**config.mk**
```make
export PLATFORM = sky130hd
export DESIGN_NAME = seg_reader_flat
export DESIGN_NICKNAME = d
export VERILOG_FILES = /design/src/rtl/seg_pkg.sv /design/src/rtl/seg_reader_if.sv /design/src/rtl/seg_stab.sv /design/src/rtl/seg_reader.sv /design/src/flat_wrapper.sv
export SDC_FILE = /design/constraint.sdc
export NUM_CORES = 1
export LEC_CHECK = 0
export CAP_MARGIN = 20
export CORE_UTILIZATION = 45
export CTS_CLUSTER_DIAMETER = 30
export CTS_CLUSTER_SIZE = 25
export DETAILED_ROUTE_END_ITERATION = 6
export PLACE_DENSITY = 0.75
export SETUP_SLACK_MARGIN = 0.15
export SYNTH_ARGS = -nofsm -noshare
export SYNTH_HDL_FRONTEND = slang
export SYNTH_SLANG_ARGS = --single-unit
```
**constraint.sdc**
```tcl
create_clock -name clk -period 4.8 [get_ports clk]
set_input_delay 0.48 -clock clk [delete_from_list [all_inputs] [get_ports clk]]
set_output_delay 0.48 -clock clk [all_outputs]
set_load 0.02 [all_outputs]
```
**src/rtl/seg_pkg.sv**
```systemverilog
`default_nettype none
// ============================================================================
// Module      : seg_pkg
// Description : Seven-segment glyph constants, bit positions and decoder.
// Revision    : 1.0 - initial release
// ============================================================================
package seg_pkg;

    localparam int SEG_BIT_A  = 7;
    localparam int SEG_BIT_B  = 6;
    localparam int SEG_BIT_C  = 5;
    localparam int SEG_BIT_D  = 4;
    localparam int SEG_BIT_E  = 3;
    localparam int SEG_BIT_F  = 2;
    localparam int SEG_BIT_G  = 1;
    localparam int SEG_BIT_DP = 0;

    // Glyphs as lit segments a..g (bit 6 = a)
    localparam logic [6:0] SEG_0 = 7'h7E;
    localparam logic [6:0] SEG_1 = 7'h30;
    localparam logic [6:0] SEG_2 = 7'h6D;
    localparam logic [6:0] SEG_3 = 7'h79;
    localparam logic [6:0] SEG_4 = 7'h33;
    localparam logic [6:0] SEG_5 = 7'h5B;
    localparam logic [6:0] SEG_6 = 7'h5F;
    localparam logic [6:0] SEG_7 = 7'h70;
    localparam logic [6:0] SEG_8 = 7'h7F;
    localparam logic [6:0] SEG_9 = 7'h7B;
    localparam logic [6:0] SEG_A = 7'h77;
    localparam logic [6:0] SEG_B = 7'h1F;
    localparam logic [6:0] SEG_C = 7'h4E;
    localparam logic [6:0] SEG_D = 7'h3D;
    localparam logic [6:0] SEG_E = 7'h4F;
    localparam logic [6:0] SEG_F = 7'h47;

    // Raw active-low byte of a dark digit
    localparam logic [7:0] SEG_BLANK = 8'hFF;

    typedef struct packed {
        logic       known;
        logic [3:0] digit;
        logic       dp;
    } seg_dec_t;

    function automatic seg_dec_t seg_decode(input logic [7:0] seg_n);
        logic [7:0] w_on;
        logic [6:0] w_glyph;
        seg_dec_t   w_res;
        w_on        = ~seg_n;
        w_glyph     = w_on[SEG_BIT_A:SEG_BIT_G];
        w_res.dp    = w_on[SEG_BIT_DP];
        w_res.known = 1'b1;
        w_res.digit = 4'h0;
        case (w_glyph)
            SEG_0:   w_res.digit = 4'h0;
            SEG_1:   w_res.digit = 4'h1;
            SEG_2:   w_res.digit = 4'h2;
            SEG_3:   w_res.digit = 4'h3;
            SEG_4:   w_res.digit = 4'h4;
            SEG_5:   w_res.digit = 4'h5;
            SEG_6:   w_res.digit = 4'h6;
            SEG_7:   w_res.digit = 4'h7;
            SEG_8:   w_res.digit = 4'h8;
            SEG_9:   w_res.digit = 4'h9;
            SEG_A:   w_res.digit = 4'hA;
            SEG_B:   w_res.digit = 4'hB;
            SEG_C:   w_res.digit = 4'hC;
            SEG_D:   w_res.digit = 4'hD;
            SEG_E:   w_res.digit = 4'hE;
            SEG_F:   w_res.digit = 4'hF;
            default: w_res.known = 1'b0;
        endcase
        return w_res;
    endfunction

endpackage
`default_nettype wire

```
**src/rtl/seg_reader_if.sv**
```systemverilog
`default_nettype none
// ============================================================================
// Module      : seg_reader_if
// Description : Valid/ready stream of per-digit display change events.
// Revision    : 1.0 - initial release
// ============================================================================
interface seg_reader_if;
    logic       upd_valid;
    logic       upd_ready;
    logic [2:0] upd_idx;
    logic [3:0] upd_digit;
    logic       upd_known;
    logic       upd_dp;

    modport master (
        output upd_valid, upd_idx, upd_digit, upd_known, upd_dp,
        input  upd_ready
    );

    modport slave (
        input  upd_valid, upd_idx, upd_digit, upd_known, upd_dp,
        output upd_ready
    );
endinterface
`default_nettype wire

```
**src/rtl/seg_stab.sv**
```systemverilog
`default_nettype none
// ============================================================================
// Module      : seg_stab
// Description : Single-digit stability filter; commits a byte once it has
//               been sampled STABLE_CYCLES times in a row.
// Revision    : 1.0 - initial release
// ============================================================================
module seg_stab
    import seg_pkg::*;
#(
    parameter int STABLE_CYCLES = 4
) (
    input  wire logic       clk,
    input  wire logic       rst,
    input  wire logic [7:0] i_sample,
    output logic            o_commit,
    output logic [7:0]      o_committed
);

    localparam logic [7:0] c_cnt_max = 8'(STABLE_CYCLES);

    logic [7:0] r_cand;
    logic [7:0] r_cnt;
    logic [7:0] r_committed;
    logic [7:0] w_cand_nxt;
    logic [7:0] w_cnt_nxt;
    logic       w_same;

    assign w_same     = (i_sample == r_cand);
    assign w_cand_nxt = w_same ? r_cand : i_sample;
    assign w_cnt_nxt  = !w_same ? 8'd1 :
                        (r_cnt == c_cnt_max) ? r_cnt : r_cnt + 8'd1;

    // Fires on the edge the count reaches threshold, only for a new byte
    assign o_commit   = (w_cnt_nxt == c_cnt_max) && (w_cand_nxt != r_committed);

    always_ff @(posedge clk) begin
        if (rst) begin
            r_cand      <= SEG_BLANK;
            r_cnt       <= c_cnt_max;
            r_committed <= SEG_BLANK;
        end else begin
            r_cand <= w_cand_nxt;
            r_cnt  <= w_cnt_nxt;
            if (o_commit) begin
                r_committed <= w_cand_nxt;
            end
        end
    end

    assign o_committed = r_committed;

endmodule
`default_nettype wire

```
**src/rtl/seg_reader.sv**
```systemverilog
`default_nettype none
// ============================================================================
// Module      : seg_reader
// Description : Eight-digit seven-segment observer: filters, decodes and
//               emits round-robin change events on a valid/ready stream.
// Revision    : 1.0 - initial release
// ============================================================================
module seg_reader
    import seg_pkg::*;
#(
    parameter int STABLE_CYCLES = 4
) (
    input  wire logic        clk,
    input  wire logic        rst,
    input  wire logic [7:0]  i_seg1,
    input  wire logic [7:0]  i_seg2,
    input  wire logic [7:0]  i_seg3,
    input  wire logic [7:0]  i_seg4,
    input  wire logic [7:0]  i_seg5,
    input  wire logic [7:0]  i_seg6,
    input  wire logic [7:0]  i_seg7,
    input  wire logic [7:0]  i_seg8,
    output logic [31:0]      o_digits,
    output logic [7:0]       o_known,
    output logic [7:0]       o_dp,
    seg_reader_if.master     upd
);

    logic [7:0] w_seg       [8];
    logic [7:0] w_committed [8];
    seg_dec_t   w_dec       [8];
    logic [7:0] w_commit;

    logic [7:0] r_pending;
    logic [2:0] r_ptr;
    logic       r_valid;
    logic [2:0] r_idx;
    logic [3:0] r_digit;
    logic       r_known;
    logic       r_dp;

    logic       w_found;
    logic [2:0] w_sel;
    logic       w_load;
    logic [7:0] w_clr;

    assign w_seg[0] = i_seg1;
    assign w_seg[1] = i_seg2;
    assign w_seg[2] = i_seg3;
    assign w_seg[3] = i_seg4;
    assign w_seg[4] = i_seg5;
    assign w_seg[5] = i_seg6;
    assign w_seg[6] = i_seg7;
    assign w_seg[7] = i_seg8;

    // The live image is decoded straight from the committed bytes
    for (genvar g = 0; g < 8; g++) begin : g_digit
        seg_stab #(
            .STABLE_CYCLES (STABLE_CYCLES)
        ) u_stab (
            .clk         (clk),
            .rst         (rst),
            .i_sample    (w_seg[g]),
            .o_commit    (w_commit[g]),
            .o_committed (w_committed[g])
        );

        assign w_dec[g]          = seg_decode(w_committed[g]);
        assign o_digits[4*g +: 4] = w_dec[g].digit;
        assign o_known[g]        = w_dec[g].known;
        assign o_dp[g]           = w_dec[g].dp;
    end

    // Round-robin pick: first pending index after the last one emitted
    always_comb begin
        w_found = 1'b0;
        w_sel   = 3'd0;
        for (int off = 1; off <= 8; off++) begin
            logic [2:0] w_idx;
            w_idx = r_ptr + 3'(off);
            if (!w_found && r_pending[w_idx]) begin
                w_found = 1'b1;
                w_sel   = w_idx;
            end
        end
    end

    assign w_load = w_found && (!r_valid || upd.upd_ready);
    assign w_clr  = w_load ? (8'b1 << w_sel) : 8'b0;

    // A commit landing on the digit being loaded keeps its pending bit set
    always_ff @(posedge clk) begin
        if (rst) begin
            r_pending <= 8'b0;
            r_ptr     <= 3'd7;
            r_valid   <= 1'b0;
            r_idx     <= 3'd0;
            r_digit   <= 4'd0;
            r_known   <= 1'b0;
            r_dp      <= 1'b0;
        end else begin
            r_pending <= (r_pending & ~w_clr) | w_commit;
            if (w_load) begin
                r_valid <= 1'b1;
                r_idx   <= w_sel;
                r_digit <= w_dec[w_sel].digit;
                r_known <= w_dec[w_sel].known;
                r_dp    <= w_dec[w_sel].dp;
                r_ptr   <= w_sel;
            end else if (upd.upd_ready) begin
                r_valid <= 1'b0;
            end
        end
    end

    assign upd.upd_valid = r_valid;
    assign upd.upd_idx   = r_idx;
    assign upd.upd_digit = r_digit;
    assign upd.upd_known = r_known;
    assign upd.upd_dp    = r_dp;

endmodule
`default_nettype wire

```
**src/flat_wrapper.sv**
```systemverilog
// flat-port wrapper written by rule: the top's interface ports become plain ports
module seg_reader_flat import seg_pkg::*;
#(
    parameter int STABLE_CYCLES = 4
)
  (clk, rst, i_seg1, i_seg2, i_seg3, i_seg4, i_seg5, i_seg6, i_seg7, i_seg8, o_digits, o_known, o_dp, upd_upd_valid, upd_upd_idx, upd_upd_digit, upd_upd_known, upd_upd_dp, upd_upd_ready);
  seg_reader_if upd_i ();
  input  wire logic clk;
  input  wire logic rst;
  input  wire logic [7:0] i_seg1;
  input  wire logic [7:0] i_seg2;
  input  wire logic [7:0] i_seg3;
  input  wire logic [7:0] i_seg4;
  input  wire logic [7:0] i_seg5;
  input  wire logic [7:0] i_seg6;
  input  wire logic [7:0] i_seg7;
  input  wire logic [7:0] i_seg8;
  output logic [31:0] o_digits;
  output logic [7:0] o_known;
  output logic [7:0] o_dp;
  output wire logic [$bits(upd_i.upd_valid)-1:0] upd_upd_valid;
  output wire logic [$bits(upd_i.upd_idx)-1:0] upd_upd_idx;
  output wire logic [$bits(upd_i.upd_digit)-1:0] upd_upd_digit;
  output wire logic [$bits(upd_i.upd_known)-1:0] upd_upd_known;
  output wire logic [$bits(upd_i.upd_dp)-1:0] upd_upd_dp;
  input wire logic [$bits(upd_i.upd_ready)-1:0] upd_upd_ready;
  assign upd_upd_valid = upd_i.upd_valid;
  assign upd_upd_idx = upd_i.upd_idx;
  assign upd_upd_digit = upd_i.upd_digit;
  assign upd_upd_known = upd_i.upd_known;
  assign upd_upd_dp = upd_i.upd_dp;
  assign upd_i.upd_ready = upd_upd_ready;
  seg_reader #(.STABLE_CYCLES(STABLE_CYCLES)) u_core (.clk(clk), .rst(rst), .i_seg1(i_seg1), .i_seg2(i_seg2), .i_seg3(i_seg3), .i_seg4(i_seg4), .i_seg5(i_seg5), .i_seg6(i_seg6), .i_seg7(i_seg7), .i_seg8(i_seg8), .o_digits(o_digits), .o_known(o_known), .o_dp(o_dp), .upd(upd_i));
endmodule
```
==> impl_results.md <==
- Outcome: finished, final reports clean
- Kind of critical path: flop to flop
- Max Fclk: 0.235 GHz
- Max-Cap Viols: 0
- Final period util: 88.6%
- Die H: 173 um
- CP Data Required Time: 5.25 ns
- Final WL: 32700 um
- Mapped Area: 13100 um^2
- Final Non-Filler Cells: 2105
- Setup violators final: 0
- Largest net degree at the start of global routing: 81
- Final worst-path setup slack: 0.548 ns
- Die Width: 173 um
- Pwr per Cell Area: 373 nW/um^2
- Worst-Margin Slew: 1.03 ns
- I/O Buffers: 124
- CTS resizes: 0
- Fin crit period: 4.25 ns
- Setup TNS: 0 ns
- CP startpoint kind: flop
- Gp weighted congestion: 0.921
- Vias: 11700
- EDFF count, synth: 0
- Clock Sinks: 213
- CTS tree: yes
- Clk slew on worst S/H paths: 0.05 ns
- Worst-path cell chain: buf_4 > inv_1 > ha_1 > mux4_2 > mux2i_1 > and3_1 > and3_1 > a21boi_0 > nand3_1 > nor3b_2 > o211ai_1 > o211ai_1
- Max incr delay on CP: 0.77 ns
- Placed Cells: 2006
- CP max FO: 12
- Peak supply drop: 0.000244 V
- Tightest Hold Check Type: input pin to flop
- Root Buffer: clkbuf_16
- Crit path DAT: 4.70 ns
- Most common cell after layout, fill and taps aside: dfxtp_1
- Syn avg cell area: 8.23 um^2
- Clock tree buffer depth: 3
- First-pass GRT wire length: 53800 um
- Initial Util: 45.7%
- Asr flop ratio synth: 0%
- CTS Buf Count: 53
- Min-delay src: rst
- DRT Pass-1 Iters: 7
- Total global-route track usage: 21.4%
- Post-route ant nets: 0
- Pleak: 0.00615 uW
- YS warnings: 0
- Skew final: 0.0147 ns
- Pre-CTS setup slack: 0.600 ns
- Final Hold Viols: 0
- Cells after Synth: 1591
- Post-CTS Hold Fix Bufs: 0
- Worst setup path start: u_core.r_ptr[1]$_SDFFE_PP1P_
- Initial antenna violation count: 0
- Vias in the first global route: 10900
- Share of cells above drive strength 1: 12.5%
- Most frequent cells in the layout: 213 x dfxtp_1, 163 x nand2_1, 159 x xor2_1
- Core Rows: 62
- Skew-Pair Late Insertion Delay: 0.55 ns
- Post-synth net total: 1676
- Postcts setup bufs: 0
- Post-Place Cell Area: 14500 um^2
- Worst r2r src: u_core.r_ptr[1]$_SDFFE_PP1P_
- Unrepaired setup endpoints after global routing: no
- Iter 0 DRT Violations: 693
- Grt total ovfl: 0
- Final #Nets: 1762
- Yosys reg bits: 213
- H-tree depth: 2
- # IOs: 125
- # DRC: 0
- Std-Cell Core Area: 28600 um^2
- Vias/cell: 5.56
- Cell area after layout: 16400 um^2
- Area Overhead vs Synth: 25.1%
- Synth unique cells: 76
- Commonest register cell after synthesis: dfxtp_1
- Post-DP HPWL: 23100 um
- Max-slew violations: 0
- Relative slew slack: 31.4%
- Part of the Yosys area used for sequential elements: 32.6%
- Die ar.: 29800 um^2
- Crit-path slowest cell: a21boi_0
- N_diodes: 0
- Routed len/inst: 15.6 um
- CP endpoint kind: flop
-- power by group --
group          switching, uW  internal (uW)
sequential              40.4           1820
clock                   1180           2500
combinational            304            254
-- kinds of logic after synthesis --
family                   count (synthesis)  synth area share, %
AO/OA/AOI/OAI                          245                 12.8
XOR/XNOR                               198                 13.3
adder cells (fa/ha/maj)                 18                 1.72
buffers and inverters                  144                 4.34
flip-flops                             213                 32.6
multiplexers                           111                 9.90
AND/OR/NAND/NOR                        662                 25.4
-- cell type report --
type                            count  area (um^2)
Inverter                           44          165
Timing Repair Buffer              131         1290
Sequential cell                   213         4260
Tap cell                          384          480
Fill cell                        2488        12300
Multi-Input combinational cell   1234         8300
Clock buffer                       56         1360
Clock inverter                     43          514
-- cells in the mapped netlist, types with 7 or more instances --
cell | n | area share (%)
a211oi_1 | 7 | 0.40
a21boi_0 | 7 | 0.40
a21oi_1 | 49 | 1.9
a22oi_1 | 9 | 0.52
a31oi_1 | 29 | 1.4
and2_1 | 7 | 0.33
and3_1 | 24 | 1.1
buf_1 | 10 | 0.29
clkbuf_1 | 82 | 2.4
dfxtp_1 | 213 | 33
ha_1 | 18 | 1.7
inv_1 | 44 | 1.3
mux2_1 | 7 | 0.60
mux2_2 | 9 | 0.77
mux2i_1 | 80 | 6.1
mux4_2 | 9 | 1.5
nand2_1 | 163 | 4.7
nand2b_1 | 32 | 1.5
nand3_1 | 44 | 1.7
nand3b_1 | 11 | 0.63
nand4_1 | 21 | 1.0
nor2_1 | 145 | 4.2
nor2b_1 | 15 | 0.72
nor3_1 | 56 | 2.1
nor4_1 | 42 | 2.0
nor4b_1 | 7 | 0.47
o211ai_1 | 24 | 1.4
o21ai_0 | 45 | 1.7
o22ai_1 | 8 | 0.38
o41ai_1 | 7 | 0.47
or2_2 | 69 | 3.3
xnor2_1 | 39 | 2.6
xor2_1 | 159 | 11
-- final timing paths --
path / endpoint / slack [ns] / depth (start not counted)
worst min-delay path: u_core.g_digit[1].u_stab.r_cnt[0]$_SDFF_PP0_ / 0.38 / 2
worst max-delay path: u_core.upd.upd_known$_SDFFE_PP0P_ / 0.55 / 12
worst max register to register: u_core.upd.upd_known$_SDFFE_PP0P_ / 0.55 / 12
worst min register to register: u_core.upd.upd_digit[1]$_SDFFE_PP0P_ / 0.51 / 2
-- layer usage --
metal / track usage, % / routed length (um)
met5: 0 / 0
met4: 10.9 / 1390
met3: 3.47 / 1430
met2: 35.7 / 15700
met1: 26.5 / 14200
-- worst max-delay path: cells and delay by family (launching register included) --
kind | cells | cell delay (ns)
buffers and inverters | 2 | 0.32
AOI/OAI and AO/OA | 3 | 1.06
and+or+nand+nor | 4 | 1.39
DFF | 1 | 0.30
adders and majority gates | 1 | 0.59
muxes | 2 | 0.50
-- metrics by stage --
stage	total power (uW)	utilization, %	hold slack (ns)
floorplan	2280	-	0.491
global placement	2440	50.7	0.473
detailed placement	2450	50.7	0.494
CTS	6150	57.2	0.370
global route	6310	57.2	0.390
finish	6100	57.2	0.380
-- state kept, by name (all words and copies together), names as in the netlist, 3 cells and up --
| register | count |
|---|---|
| u_core.g_digit.u_stab.r_cnt | 64 |
| u_core.g_digit.u_stab.o_committed | 64 |
| u_core.r_ptr | 3 |
| u_core.r_pending | 8 |
| u_core.g_digit.u_stab.r_cand | 64 |
| u_core.upd.upd_idx | 3 |
| u_core.upd.upd_digit | 4 |
Note: power is estimated with default switching activity, not from simulation.
